**src/rtl/axis_slv_pkg.sv**
```systemverilog
// Shared constants and helpers for the AXI-Stream slave buffer.
// Beat layout in FIFO storage, MSB first: {keep, last, user, data}.
package axis_slv_pkg;

  localparam int DATA_W_DEF = 32;
  localparam int USER_W_DEF = 2;
  localparam int DEPTH_DEF  = 4;

  // Level counter must hold 0..depth inclusive.
  function automatic int lvl_w(input int depth);
    return $clog2(depth) + 1;
  endfunction

  // Width of one stored beat: keep + last + user + data.
  function automatic int beat_w(input int data_w, input int user_w);
    return (data_w / 8) + 1 + user_w + data_w;
  endfunction

  // Beat record at the default widths.
  typedef struct packed {
    logic [DATA_W_DEF/8-1:0] keep;
    logic                    last;
    logic [USER_W_DEF-1:0]   user;
    logic [DATA_W_DEF-1:0]   data;
  } beat_t;

endpackage

```
**src/rtl/axis_slave_buf_if.sv**
```systemverilog
// Bundle of the upstream AXIS channel, the backend valid/ready port and status.
// slave modport is the buffer's view; master is the driver/observer view.
interface axis_slave_buf_if #(
  parameter int DATA_W = 32,
  parameter int USER_W = 2,
  parameter int DEPTH  = 4
);
  localparam int KEEP_W = DATA_W / 8;
  localparam int LVL_W  = $clog2(DEPTH) + 1;

  logic              axis_tvalid;
  logic [DATA_W-1:0] axis_tdata;
  logic [KEEP_W-1:0] axis_tstrb;
  logic [KEEP_W-1:0] axis_tkeep;
  logic              axis_tlast;
  logic [USER_W-1:0] axis_tuser;
  logic              axis_tready;

  logic [DATA_W-1:0] bk_data;
  logic [KEEP_W-1:0] bk_keep;
  logic              bk_last;
  logic [USER_W-1:0] bk_user;
  logic              bk_valid;
  logic              bk_ready;

  logic [LVL_W-1:0]  fifo_level;
  logic [15:0]       pkt_cnt;

  modport slave (
    input  axis_tvalid, axis_tdata, axis_tstrb, axis_tkeep, axis_tlast, axis_tuser,
    output axis_tready,
    output bk_data, bk_keep, bk_last, bk_user, bk_valid,
    input  bk_ready,
    output fifo_level, pkt_cnt
  );

  modport master (
    output axis_tvalid, axis_tdata, axis_tstrb, axis_tkeep, axis_tlast, axis_tuser,
    input  axis_tready,
    input  bk_data, bk_keep, bk_last, bk_user, bk_valid,
    output bk_ready,
    input  fifo_level, pkt_cnt
  );
endinterface

```
**src/rtl/axis_slv_fifo.sv**
```systemverilog
// Generic synchronous first-word-fall-through FIFO.
// Head entry is always visible on rdata_o; storage is not reset.
module axis_slv_fifo #(
  parameter  int WIDTH = 8,
  parameter  int DEPTH = 4,
  localparam int PTR_W = $clog2(DEPTH),
  localparam int LVL_W = PTR_W + 1
) (
  input  logic             clk_i,
  input  logic             rst_ni,
  input  logic             push_i,
  input  logic             pop_i,
  input  logic [WIDTH-1:0] wdata_i,
  output logic [WIDTH-1:0] rdata_o,
  output logic [LVL_W-1:0] level_o,
  output logic [LVL_W-1:0] level_d_o,
  output logic             full_o,
  output logic             empty_o
);
  logic [WIDTH-1:0] mem_q [DEPTH];
  logic [PTR_W-1:0] wr_ptr_q, rd_ptr_q;
  logic [LVL_W-1:0] level_q, level_d;
  logic             wr_en, rd_en;

  assign full_o  = (level_q == LVL_W'(DEPTH));
  assign empty_o = (level_q == '0);
  assign wr_en   = push_i & ~full_o;
  assign rd_en   = pop_i & ~empty_o;

  // Occupancy after this cycle's push/pop; a simultaneous pair cancels.
  always_comb begin
    level_d = level_q + LVL_W'(wr_en) - LVL_W'(rd_en);
  end

  // Pointers wrap naturally since DEPTH is a power of two.
  always_ff @(posedge clk_i or negedge rst_ni) begin
    if (!rst_ni) begin
      wr_ptr_q <= '0;
      rd_ptr_q <= '0;
      level_q  <= '0;
    end else begin
      if (wr_en) wr_ptr_q <= wr_ptr_q + 1'b1;
      if (rd_en) rd_ptr_q <= rd_ptr_q + 1'b1;
      level_q <= level_d;
    end
  end

  // Storage write; left unreset so it maps onto plain registers/RAM.
  always_ff @(posedge clk_i) begin
    if (wr_en) mem_q[wr_ptr_q] <= wdata_i;
  end

  assign rdata_o   = mem_q[rd_ptr_q];
  assign level_o   = level_q;
  assign level_d_o = level_d;
endmodule

```
**src/rtl/axis_slave_buf.sv**
```systemverilog
// AXI-Stream slave front end: buffers upstream beats (data/keep/last/user)
// in a FWFT FIFO and presents the head beat on a backend valid/ready port.
// tready is registered from the next-cycle level, so it has no combinational
// path from tvalid or bk_ready; at full this costs one bubble after a pop.
// Optional build macro AXIS_SLV_PKT_CNT_EN enables the popped-packet counter.
module axis_slave_buf
  import axis_slv_pkg::*;
#(
  parameter int DATA_W = DATA_W_DEF,
  parameter int USER_W = USER_W_DEF,
  parameter int DEPTH  = DEPTH_DEF
) (
  input  logic             axi_aclk,
  input  logic             axi_aresetn,
  axis_slave_buf_if.slave  bus
);
  localparam int KEEP_W = DATA_W / 8;
  localparam int LVL_W  = lvl_w(DEPTH);
  localparam int BEAT_W = beat_w(DATA_W, USER_W);

  logic              tready_q, tready_d;
  logic              push, pop;
  logic [BEAT_W-1:0] wr_beat, rd_beat;
  logic [LVL_W-1:0]  level, level_next;
  logic              full, empty;
  logic              head_last;

  // Position bytes are not supported; tstrb is intentionally dropped.
  logic              unused_strb;
  assign unused_strb = ^bus.axis_tstrb;

  assign push    = bus.axis_tvalid & tready_q;
  assign pop     = ~empty & bus.bk_ready;
  assign wr_beat = {bus.axis_tkeep, bus.axis_tlast, bus.axis_tuser, bus.axis_tdata};

  axis_slv_fifo #(
    .WIDTH (BEAT_W),
    .DEPTH (DEPTH)
  ) u_fifo (
    .clk_i     (axi_aclk),
    .rst_ni    (axi_aresetn),
    .push_i    (push),
    .pop_i     (pop),
    .wdata_i   (wr_beat),
    .rdata_o   (rd_beat),
    .level_o   (level),
    .level_d_o (level_next),
    .full_o    (full),
    .empty_o   (empty)
  );

  // Ready for the next cycle whenever that cycle will not start full.
  always_comb begin
    tready_d = (level_next != LVL_W'(DEPTH));
  end

  // Registered upstream ready; low in reset, high one clock after release.
  always_ff @(posedge axi_aclk or negedge axi_aresetn) begin
    if (!axi_aresetn) tready_q <= 1'b0;
    else              tready_q <= tready_d;
  end

  assign head_last = rd_beat[DATA_W+USER_W];

  // Head beat is zeroed while empty so unreset storage never shows on the bus.
  assign bus.axis_tready = tready_q;
  assign bus.bk_valid    = ~empty;
  assign bus.bk_data     = empty ? '0   : rd_beat[DATA_W-1:0];
  assign bus.bk_user     = empty ? '0   : rd_beat[DATA_W +: USER_W];
  assign bus.bk_last     = empty ? 1'b0 : head_last;
  assign bus.bk_keep     = empty ? '0   : rd_beat[DATA_W+USER_W+1 +: KEEP_W];
  assign bus.fifo_level  = level;

`ifdef AXIS_SLV_PKT_CNT_EN
  logic [15:0] pkt_cnt_q, pkt_cnt_d;

  // Count packets as their last beat leaves; wraps at 16 bits.
  always_comb begin
    pkt_cnt_d = pkt_cnt_q + 16'(pop & head_last);
  end

  // Packet counter register.
  always_ff @(posedge axi_aclk or negedge axi_aresetn) begin
    if (!axi_aresetn) pkt_cnt_q <= '0;
    else              pkt_cnt_q <= pkt_cnt_d;
  end

  assign bus.pkt_cnt = pkt_cnt_q;
`else
  assign bus.pkt_cnt = 16'h0;
`endif

  logic unused_full;
  assign unused_full = full;
endmodule

```
**src/flat_wrapper.sv**
```systemverilog
// flat-port wrapper written by rule: the top's interface ports become plain ports
module axis_slave_buf_flat import axis_slv_pkg::*;
#(
  parameter int DATA_W = DATA_W_DEF,
  parameter int USER_W = USER_W_DEF,
  parameter int DEPTH  = DEPTH_DEF
)
  (axi_aclk, axi_aresetn, bus_axis_tvalid, bus_axis_tdata, bus_axis_tstrb, bus_axis_tkeep, bus_axis_tlast, bus_axis_tuser, bus_axis_tready, bus_bk_data, bus_bk_keep, bus_bk_last, bus_bk_user, bus_bk_valid, bus_bk_ready, bus_fifo_level, bus_pkt_cnt);
  axis_slave_buf_if #(.DATA_W(DATA_W), .USER_W(USER_W), .DEPTH(DEPTH)) bus_i ();
  input  logic axi_aclk;
  input  logic axi_aresetn;
  input wire logic [$bits(bus_i.axis_tvalid)-1:0] bus_axis_tvalid;
  input wire logic [$bits(bus_i.axis_tdata)-1:0] bus_axis_tdata;
  input wire logic [$bits(bus_i.axis_tstrb)-1:0] bus_axis_tstrb;
  input wire logic [$bits(bus_i.axis_tkeep)-1:0] bus_axis_tkeep;
  input wire logic [$bits(bus_i.axis_tlast)-1:0] bus_axis_tlast;
  input wire logic [$bits(bus_i.axis_tuser)-1:0] bus_axis_tuser;
  output wire logic [$bits(bus_i.axis_tready)-1:0] bus_axis_tready;
  output wire logic [$bits(bus_i.bk_data)-1:0] bus_bk_data;
  output wire logic [$bits(bus_i.bk_keep)-1:0] bus_bk_keep;
  output wire logic [$bits(bus_i.bk_last)-1:0] bus_bk_last;
  output wire logic [$bits(bus_i.bk_user)-1:0] bus_bk_user;
  output wire logic [$bits(bus_i.bk_valid)-1:0] bus_bk_valid;
  input wire logic [$bits(bus_i.bk_ready)-1:0] bus_bk_ready;
  output wire logic [$bits(bus_i.fifo_level)-1:0] bus_fifo_level;
  output wire logic [$bits(bus_i.pkt_cnt)-1:0] bus_pkt_cnt;
  assign bus_i.axis_tvalid = bus_axis_tvalid;
  assign bus_i.axis_tdata = bus_axis_tdata;
  assign bus_i.axis_tstrb = bus_axis_tstrb;
  assign bus_i.axis_tkeep = bus_axis_tkeep;
  assign bus_i.axis_tlast = bus_axis_tlast;
  assign bus_i.axis_tuser = bus_axis_tuser;
  assign bus_axis_tready = bus_i.axis_tready;
  assign bus_bk_data = bus_i.bk_data;
  assign bus_bk_keep = bus_i.bk_keep;
  assign bus_bk_last = bus_i.bk_last;
  assign bus_bk_user = bus_i.bk_user;
  assign bus_bk_valid = bus_i.bk_valid;
  assign bus_i.bk_ready = bus_bk_ready;
  assign bus_fifo_level = bus_i.fifo_level;
  assign bus_pkt_cnt = bus_i.pkt_cnt;
  axis_slave_buf #(.DATA_W(DATA_W), .USER_W(USER_W), .DEPTH(DEPTH)) u_core (.axi_aclk(axi_aclk), .axi_aresetn(axi_aresetn), .bus(bus_i));
endmodule
```
**config.mk**
```make
export PLATFORM = sky130hd
export DESIGN_NAME = axis_slave_buf_flat
export DESIGN_NICKNAME = d
export VERILOG_FILES = /design/src/rtl/axis_slv_pkg.sv /design/src/rtl/axis_slave_buf_if.sv /design/src/rtl/axis_slv_fifo.sv /design/src/rtl/axis_slave_buf.sv /design/src/flat_wrapper.sv
export SDC_FILE = /design/constraint.sdc
export NUM_CORES = 1
export LEC_CHECK = 0
export ABC_AREA = 0
export BUFFER_PORTS_ARGS = -buffer_cell sky130_fd_sc_hd__buf_2
export CAP_MARGIN = 20
export CORE_ASPECT_RATIO = 1.2
export CORE_MARGIN = 4
export CORE_UTILIZATION = 35
export DETAILED_ROUTE_END_ITERATION = 10
export PLACE_DENSITY = 0.65
export SLEW_MARGIN = 20
export SYNTH_ARGS = -nofsm -noshare
export SYNTH_HDL_FRONTEND = slang
export SYNTH_HIERARCHICAL = 1
export SYNTH_SLANG_ARGS = --single-unit
```
**constraint.sdc**
```tcl
create_clock -name axi_aclk -period 7.99 [get_ports axi_aclk]
set_input_delay 0.799 -clock axi_aclk [delete_from_list [all_inputs] [get_ports axi_aclk]]
set_output_delay 0.799 -clock axi_aclk [all_outputs]
set_load 0.02 [all_outputs]
```
==> flow_summary.json <==
{
  "status": "finished, final reports clean",
  "avgSynthCellArea_um2": 21.2,
  "antenna_found_initial": 0,
  "stdcell_area_um2": 7800,
  "area_growth_pct": 18.4,
  "fp.dieArea_um2": 21100,
  "path_depth": 3,
  "hpwl_mm": 6.53,
  "reg2reg_from": "u_core/u_fifo/level_o[1]$_DFF_PN0_",
  "clkTransAtPathRegs_ps": 60,
  "cts_tree": "done",
  "clkPwrFrac_pct": 26.8,
  "ys_seq_area_share_pct": 74.2,
  "min_period_ps": 3180,
  "cts_setup_buffers": 0,
  "fillers": 1644,
  "htreeDepth": 4,
  "sequentialPowerShare_pct": 40.8,
  "r2r_slack_ps": 5240,
  "ys_ff_latch": 164,
  "worst_slew_pin_slew_ps": 879,
  "arrival_ps": 2380,
  "numClockSinks": 164,
  "place.gp.congestion": 0.689,
  "drive_gt1_share_pct": 39.2,
  "grt_max_degree": 42,
  "synthXorXnorAreaFrac_pct": 0.532,
  "synthArstFlopShare_pct": 4.88,
  "cts-buffers-inserted": 17,
  "ant_nets": 0,
  "routed_wl_mm": 11.9,
  "cts_resized": 0,
  "mostFrequentLayoutCells": "edfxtp_1 (156), buf_2 (86), nor2b_1 (40)",
  "wl_per_cell_um": 17.8,
  "cp_slowest_cell": "dfrtp_4",
  "final.setup.tns_ps": 0,
  "row_count": 54,
  "final_common_cell": "edfxtp_1",
  "irDropWorstVdd_mv": 0.228,
  "sw_frac_of_total_pct": 32.6,
  "core_area_um2": 18300,
  "cp_top_family": "flip-flops",
  "start_kind": "register",
  "dr.first_iter.drc_count": 220,
  "rsz0062_at_grt": "no",
  "start_util_pct": 36.0,
  "r2r-end": "u_core/bus.axis_tready$_DFF_PN0_",
  "cp_max_fo": 41,
  "synth_adder_area_share_pct": 1.44,
  "dieHeight_um": 158,
  "cts_buffer_depth": 2,
  "cp.buffers_inverters": 1,
  "pin_count": 107,
  "root_buffer": "clkbuf_16",
  "synth_top_family_by_area": "multiplexers",
  "cp_slowest_stage_delay_ps": 1000,
  "syn_area_um2": 6590,
  "fin_skew_ps": 11.0,
  "insertedDiodeCount": 0,
  "total_power_mw": 3.13,
  "syn_inst": 310,
  "muxShareOfSynthArea_pct": 13.4,
  "placed_area_um2": 7170,
  "pwr-share-comb_pct": 32.4,
  "hold_class": "in -> async",
  "cp_cell_sequence": "mux4_1 > nor2b_1 > buf_2",
  "nets": 457,
  "pre_cts_ws_ps": 4910,
  "remaining_drc_errors": 0,
  "die_width_um": 133,
  "drv_slew": 0,
  "drtPass1Iterations": 4,
  "rr_worst_depth": 11,
  "clock.fmax_mhz": 314,
  "end_kind": "output port",
  "ys_warn_count": 6,
  "grt_pass1_vias": 3343,
  "switching_power_mw": 1.02,
  "via_per_inst": 4.59,
  "final-hold-violation-count": 0,
  "min_period_over_period_pct": 39.8,
  "via_count": 3064,
  "synth_edf_count": 156,
  "grt_pass1_wl_mm": 18.4,
  "hold_buffers": 0,
  "gr-total-overflow": 0,
  "track_usage_pct": 11.8,
  "critPathKind": "reg -> out",
  "synth_compound_area_share_pct": 0.475,
  "clock_latency_ps": 420,
  "drv_cap": 0,
  "place.port_buffers": 86,
  "ys.flop_type": "edfxtp_1",
  "setup_ws_ps": 4810,
  "synth_cell_types": 25,
  "critPathRequiredTime_ps": 7190,
  "synthSimpleGateAreaFrac_pct": 5.70,
  "relSlewSlack_pct": 41.4,
  "finalSetupViolCount": 0,
  "leakage_nw": 2.73,
  "powerDensity_nw_per_um2": 401,
  "intPower_mw": 2.11
}
[cells by family after synthesis]
| logic type | count (synthesis) |
|---|---|
| other cells | 1 |
| buf+inv | 36 |
| fa+ha+maj | 7 |
| flops | 164 |
| xor+xnor | 4 |
| compound gates | 4 |
| mux | 39 |
| simple gates | 55 |
[power by group through the flow]
stage	sequential, mW	clock [mW]	combinational [mW]
global placement	1.32	0	0.986
global route	1.31	0.896	1.10
CTS	1.31	0.858	1.01
floorplan	1.20	0	0.831
detailed placement	1.33	0	1.01
finish	1.28	0.838	1.02
[registers in the layout (all words and copies together), names as in the netlist]
signal / count
u_core/u_fifo/mem_q: 156
u_core/u_fifo/level_o: 3
u_core/u_fifo/rd_ptr_q: 2
u_core/u_fifo/wr_ptr_q: 2
u_core/bus.axis_tready: 1
[cells in the mapped netlist, types with 2 or more instances]
| cell type | count | area share (%) |
|---|---|---|
| edfxtp_1 | 156 | 71 |
| buf_12 | 4 | 1.2 |
| dfrtp_1 | 8 | 3.0 |
| xnor2_1 | 4 | 0.53 |
| nor2b_1 | 40 | 3.8 |
| o211ai_1 | 2 | 0.23 |
| nand4bb_1 | 2 | 0.34 |
| nand2b_1 | 4 | 0.38 |
| ha_1 | 6 | 1.1 |
| inv_1 | 7 | 0.40 |
| buf_4 | 16 | 1.8 |
| mux4_2 | 38 | 13 |
| and3b_1 | 4 | 0.53 |
| buf_2 | 8 | 0.61 |
[layer usage]
metal / global-route usage [%] / vias to the layer above / wire (µm)
met5: 0 / - / 0
met4: 4.61 / 0 / 154
met3: 4.11 / 13 / 642
met2: 19.7 / 82 / 6040
met1: 14.1 / 1587 / 5040
li1: - / 1382 / -
[cell type report]
class	count	area [µm²]	area share [%]
Tap cell	252	315	4.04
Sequential cell	164	4890	62.7
Inverter	7	26.3	0.337
Multi-Input combinational cell	125	1500	19.2
Clock buffer	17	425	5.45
Timing Repair Buffer	88	458	5.87
Clock inverter	15	186	2.39
[how the worst max path moves through the flow]
stage / slack (ps) / end / start
floorplan: 5030 / u_core/bus.axis_tready$_DFF_PN0_ / u_core/u_fifo/level_o[1]$_DFF_PN0_
global placement: 5100 / u_core/bus.axis_tready$_DFF_PN0_ / bus_bk_ready
detailed placement: 4910 / u_core/bus.axis_tready$_DFF_PN0_ / bus_axis_tvalid
CTS: 4700 / bus_bk_keep[3] / u_core/u_fifo/rd_ptr_q[0]$_DFFE_PN0P_
global route: 4610 / bus_bk_keep[3] / u_core/u_fifo/rd_ptr_q[0]$_DFFE_PN0P_
finish: 4810 / bus_bk_keep[3] / u_core/u_fifo/rd_ptr_q[0]$_DFFE_PN0P_
[through the flow]
stage	cells	hold slack, ps	utilization (%)
after global placement	635	562	39.1
final	668	211	42.6
after global routing	668	201	42.6
after floorplan	325	503	-
after detailed placement	635	591	39.1
after CTS	667	193	42.5
(Power assumes the default switching activity.)
